### config.mk
export PLATFORM = sky130hd
export DESIGN_NAME = jk_bank_driver
export DESIGN_NICKNAME = d
export VERILOG_FILES = /design/src/rtl/jk_bank_driver.sv
export SDC_FILE = /design/constraint.sdc
export NUM_CORES = 1
export LEC_CHECK = 0
export BUFFER_PORTS_ARGS = -buffer_cell sky130_fd_sc_hd__buf_2
export CAP_MARGIN = 20
export CORE_MARGIN = 4
export CORE_UTILIZATION = 30
export DETAILED_ROUTE_END_ITERATION = 10
export PLACE_DENSITY = 0.51
export SYNTH_ARGS = -nofsm -noshare
export SYNTH_HDL_FRONTEND = slang
export SYNTH_SLANG_ARGS = --single-unit
### constraint.sdc
create_clock -name clk -period 2.4 [get_ports clk]
set_input_delay 0.12 -clock clk [delete_from_list [all_inputs] [get_ports clk]]
set_output_delay 0.12 -clock clk [all_outputs]
set_load 0.03 [all_outputs]
### src/rtl/jk_bank_driver.sv
// rtl/jk_bank_driver.sv - command-driven J/K excitation controller for an external JK flip-flop bank
module jk_bank_driver #(
    parameter int WIDTH     = 8,
    parameter int MAX_RETRY = 2
) (
    input  logic             clk,
    input  logic             rst,
    input  logic             req_valid,
    output logic             req_ready,
    input  logic [2:0]       req_op,
    input  logic [WIDTH-1:0] req_data,
    input  logic [WIDTH-1:0] q_in,
    output logic [WIDTH-1:0] j,
    output logic [WIDTH-1:0] k,
    output logic [WIDTH-1:0] target,
    output logic             busy,
    output logic             done,
    output logic             err
);
    localparam int RW = (MAX_RETRY > 0) ? $clog2(MAX_RETRY + 1) : 1;
    localparam logic [RW-1:0] MAX_R = RW'(MAX_RETRY);

    typedef enum logic [1:0] {S_IDLE, S_DRIVE, S_CHECK, S_RESP} state_t;

    state_t            r_state, w_state_nx;
    logic [WIDTH-1:0]  r_j, r_k, r_target;
    logic [WIDTH-1:0]  w_j_nx, w_k_nx, w_target_nx;
    logic              r_err, w_err_nx;
    logic [RW-1:0]     r_retry, w_retry_nx;

    always_ff @(posedge clk or posedge rst) begin
        if (rst) begin
            r_state  <= S_IDLE;
            r_j      <= '0;
            r_k      <= '0;
            r_target <= '0;
            r_err    <= 1'b0;
            r_retry  <= '0;
        end else begin
            r_state  <= w_state_nx;
            r_j      <= w_j_nx;
            r_k      <= w_k_nx;
            r_target <= w_target_nx;
            r_err    <= w_err_nx;
            r_retry  <= w_retry_nx;
        end
    end

    // j/k are computed one state ahead so they are registered during DRIVE;
    // q_in is the snapshot "cur" at accept and at every failed check.
    always_comb begin
        w_state_nx  = r_state;
        w_j_nx      = '0;
        w_k_nx      = '0;
        w_target_nx = r_target;
        w_err_nx    = r_err;
        w_retry_nx  = r_retry;
        case (r_state)
            S_IDLE: begin
                if (req_valid) begin
                    w_err_nx   = 1'b0;
                    w_state_nx = S_DRIVE;
                    case (req_op)
                        3'd0: w_target_nx = q_in;
                        3'd1: begin
                            w_target_nx = q_in | req_data;
                            w_j_nx      = req_data;
                        end
                        3'd2: begin
                            w_target_nx = q_in & ~req_data;
                            w_k_nx      = req_data;
                        end
                        3'd3: begin
                            w_target_nx = q_in ^ req_data;
                            w_j_nx      = req_data;
                            w_k_nx      = req_data;
                        end
                        3'd4: begin
                            w_target_nx = req_data;
                            w_j_nx      = ~q_in & req_data;
                            w_k_nx      = q_in & ~req_data;
                        end
                        default: begin
                            w_err_nx   = 1'b1;
                            w_state_nx = S_RESP;
                        end
                    endcase
                end
            end
            S_DRIVE: w_state_nx = S_CHECK;
            S_CHECK: begin
                if (q_in == r_target) begin
                    w_state_nx = S_RESP;
                end else if (r_retry < MAX_R) begin
                    w_retry_nx = r_retry + 1'b1;
                    w_j_nx     = ~q_in & r_target;
                    w_k_nx     = q_in & ~r_target;
                    w_state_nx = S_DRIVE;
                end else begin
                    w_err_nx   = 1'b1;
                    w_state_nx = S_RESP;
                end
            end
            S_RESP: begin
                w_retry_nx = '0;
                w_state_nx = S_IDLE;
            end
            default: w_state_nx = S_IDLE;
        endcase
    end

    assign req_ready = (r_state == S_IDLE);
    assign busy      = (r_state != S_IDLE);
    assign done      = (r_state == S_RESP);
    assign err       = (r_state == S_RESP) && r_err;
    assign j         = r_j;
    assign k         = r_k;
    assign target    = r_target;
endmodule

* Word level (Yosys, flattened, before mapping)
Index checks and enable logic that the tools add are counted.
** Storage, ports and cells
- Register bits :: 29
- Word-level logic and storage cells :: 66
** Cells by class
- Add/subtract/negate cells :: 1
- Order comparisons :: 1
- Equal/unequal tests :: 12
- Mux-type cells :: 24
- Bitwise operators :: 9
- Reduce and logical (&&, ||, !) cells :: 13
** Operators by type and width (number)
- $pmux 8 s2 :: 4
- $mux 8 :: 6
- $pmux 8 s5 :: 1
- $and 8x8->8 :: 4
- $not 8->8 :: 3
- $mux 2 :: 6
- $eq 8x8->1 :: 1
- $ne 2x2->1 const B :: 4
- $or 8x8->8 :: 1
- $pmux 2 s4 :: 1
- $xor 8x8->8 :: 1
- $eq 3x2->1 const B :: 2
- $reduce_and 3->1 :: 2
- $reduce_bool 2->1 :: 3
- $reduce_bool 5->1 :: 1
- $reduce_or 5->1 :: 1
- $eq 2x2->1 const B :: 2
- $mux 1 :: 4
- $pmux 2 s2 :: 1
- $reduce_and 4->1 :: 1
- $reduce_or 2->1 :: 2
- $eq 3x1->1 const B :: 1
- $eq 3x3->1 const B :: 1
- $logic_not 3->1 :: 1
- 6 further kinds :: 6

* Logic depth before layout (Yosys ltp)
- Depth in word-level cells :: 5
- Depth in mapped cells :: 7
- Mapped depth without buffers :: 6

* Least setup slack after synthesis
OpenSTA, ideal clock, no wires.
- Kind :: register to register
- Start :: reg r_target[4] (netlist: target[4])
- End :: reg r_j[1] (netlist: j[1])
- Arrival time :: 1.669 ns
- Data required time :: 2.322 ns
- Path slack :: 0.653 ns
- Stages on the path, launching flop included :: 7
- Path buffers :: 1
- Period minus slack after synthesis :: 1.747 ns
- Cell sequence :: dfrtp_1 -> ha_1 -> nand4_1 -> o21ai_2 -> nor3_2 -> buf_6 -> o2bb2ai_1
** Between the ends
- Word-level cells in the longest chain between the ends :: 3
** Ends and longest elaborated chain
- start: declaration :: RTL line 26 : logic [WIDTH-1:0] r_j, r_k, r_target;
- start signal: assignment :: RTL line 43 : r_target <= w_target_nx;
- $eq 8x8->1 :: RTL line 92 : if (q_in == r_target) begin
- $mux 8 :: RTL line 92
- $pmux 8 s2 :: RTL line 58 : case (r_state)
- via w_j_nx[1] :: RTL line 27 : logic [WIDTH-1:0] w_j_nx, w_k_nx, w_target_nx;
- end signal: assignment :: RTL line 41 : r_j <= w_j_nx;
- end: declaration :: RTL line 26
The timed path passes the listed nets, and every way through them passes these cells.
A chain may end at the register's enable or synchronous reset.

* Worst setup path in the final report
- Start :: reg r_target[2] (netlist: target[2])
- End :: reg r_j[1] (netlist: j[1])
The elaborated chain is that of the path after synthesis.

==> results.toml <==
[timing]
setup-violations-final = 0
hold_viol = 0
fmax_mhz = 560
finalSetupTns_ns = 0
maxSlewViolCount = 0
relSlewSlack = 0.496
hold_ws_ns = 0.0891
worstMarginPinSlew_ns = 0.756
worst_slack_ns = 0.614
post-route-min-period_ns = 1.79
fin_crit_sh = 0.744
rsz0062_at_grt = "no"
skew_ns = 0.00456

[finish]
drive_above_1_share = 0.305
stdcell_area_sq_um = 2760
diodes = 0
num-nets-final = 336
syn_to_final_growth_pct = 17.2

[global_route]
antenna_found_initial = 0
grt_remaining_overflow = 0
grt_pass1_vias = 1960
grt_pass1_wl_um = 9880
grt_max_degree = 30
grt_usage = 0.129

[drt]
antenna_left = 0
drc = 0
routed-wl-met2_um = 2880
viasPerCell = 4.96
initialDrtViolationCount = 70
wl_um = 5790
top_layer = "met4"
route.met3.wl_um = 266
wl_per_cell_um = 15.3
drtPass1Iterations = 4
wl_met1_um = 2580
num_vias = 1869

[yosys]
syn_avg_cell_area_sq_um = 10.4
synth_common_cells = "ha_1, inv_1, dfrtp_1"
async_flop_share = 1.00
synth_nets = 288
ys_warn_count = 0
synth.area.top_cells = "dfrtp_1, ha_1, mux4_2"
syn_area_sq_um = 2360
netlist.area_leader.share = 0.308
synthCells = 226
ys_types = 39
synth.most_common_cell = "ha_1"
synth_seq_cells = 29
ys.flop_type = "dfrtp_1"
yosys.area.top_type = "dfrtp_1"
synth-edff-count = 0
seq_area_frac_synth = 0.308

[placed_design]
hpwl_um = 4420
numPortBuffers = 49
place_ws_ns = 0.623
placed_cell_area_sq_um = 2670
place_congestion = 0.760

[setup_path]
r2r_setup_slack_ns = 0.61
end_kind = "flop"
critPathSlowestCell = "dfrtp_1"
arrival_ns = 1.98
crit_fanout = 13
worstPathRequired_ns = 2.59
crit_buf_inv = 1
max_stage_delay_ns = 0.42
reg2reg_from = "target[2]$_DFFE_PP0P_"
timing_worst_setup_path_type = "flop to flop"
path_cells = "ha_1, nand4_1, o21ai_2, nor3_2, buf_6, o2bb2ai_1"
crit_family = "simple AND/OR/NAND/NOR gates"
crit_start = "target[2]$_DFFE_PP0P_"
critPathLaunchType = "flop"

[cts]
cts_max_level = 2
cts.repair.resized = 0
post_cts_buffers = 0
cts.sinks = 29
clock_path_buffers = 2
clock_latency_ns = 0.28
cts.clk_slew.worst_paths_ns = 0.07
cts_buffers = 5
root_buffer = "clkbuf_8"
cts_tree = "done"

[worst_hold_path]
hold_path.class = "input pin to flop"
worstHoldStart = "req_valid"

[floorplan]
core_area_sq_um = 7690
die_w_um = 96.6
rows = 32
start_util = 0.306
ioPinCount = 50
die_h_um = 96.6
dieArea_sq_um = 9340

[power_and_ir_drop]
power_mw = 2.35
ir_worst_vdd_mv = 0.279
leakagePower_nw = 1.37
p_per_area_nw_per_um2 = 849

[status]
status = "complete, no violations"

[job]
maxCapViolations = 0
[per-stage QoR]
stage | std cells | util
global route | 377 | 0.359
CTS | 377 | 0.359
floorplan | 226 | -
global placement | 367 | 0.346
detailed placement | 368 | 0.347
finish | 377 | 0.359
[worst paths after layout]
path,end,cells past startpoint
worst min-delay path,r_state[0]$_DFFE_PP0P_,3
worst min register to register,r_retry[0]$_DFFE_PP0P_,1
min in group asynchronous,k[7]$_DFF_PP0_,4
worst max register to register,j[1]$_DFF_PP0_,6
worst max-delay path,j[1]$_DFF_PP0_,6
max in group asynchronous,j[6]$_DFF_PP0_,4
[per-layer routing]
layer | track usage | vias to the layer above
met4 | 0.0367 | 0
met2 | 0.223 | 46
met5 | 0 | -
met3 | 0.0332 | 4
met1 | 0.160 | 912
li1 | - | 907
[report_power, final]
part / total, mW / internal, mW / switching (mW)
registers: 0.770 / 0.641 / 0.129
logic: 1.18 / 0.421 / 0.761
clock network: 0.393 / 0.201 / 0.193
[logic make-up after synthesis]
group | synth area share
AOI/OAI and AO/OA | 0.221
buffers and inverters | 0.104
adders and majority gates | 0.212
and+or+nand+nor | 0.0791
DFF | 0.308
muxes | 0.0759
[what timing repair did]
action	in CTS	in global routing
hold endpoints to repair	29	0
hold buffers	1	0
endpoints found under the setup margin	0	0
[area by class of cell]
type                            instances  area [sq um]
Sequential cell                        29           726
Tap cell                              102           128
Clock inverter                          2          10.0
Timing Repair Buffer                   56           304
Inverter                               36           135
Fill cell                             807          4930
Clock buffer                            6          72.6
Multi-Input combinational cell        146          1390
[worst reg2reg max path, stage by stage (launching register included)]
cell	delay, ns
dfrtp_1	0.42
ha_1	0.31
nand4_1	0.16
o21ai_2	0.09
nor3_2	0.35
buf_6	0.23
o2bb2ai_1	0.15
[registers in the layout, indices dropped and copies added (netlist names)]
signal	cells
k	8
r_retry	2
target	8
j	8
r_state	2
r_err	1
[placed cells by master, fill, tap and decap left out, drive strengths merged, types with 10 or more instances in the layout]
master,netlist,final
a21oi,10,10
a32oi,16,16
buf,14,55
dfrtp,29,29
ha,40,40
inv,36,36
nor2,12,12
o22ai,12,12
o2bb2ai,16,16
No activity file was read; power rests on OpenSTA's default activity.
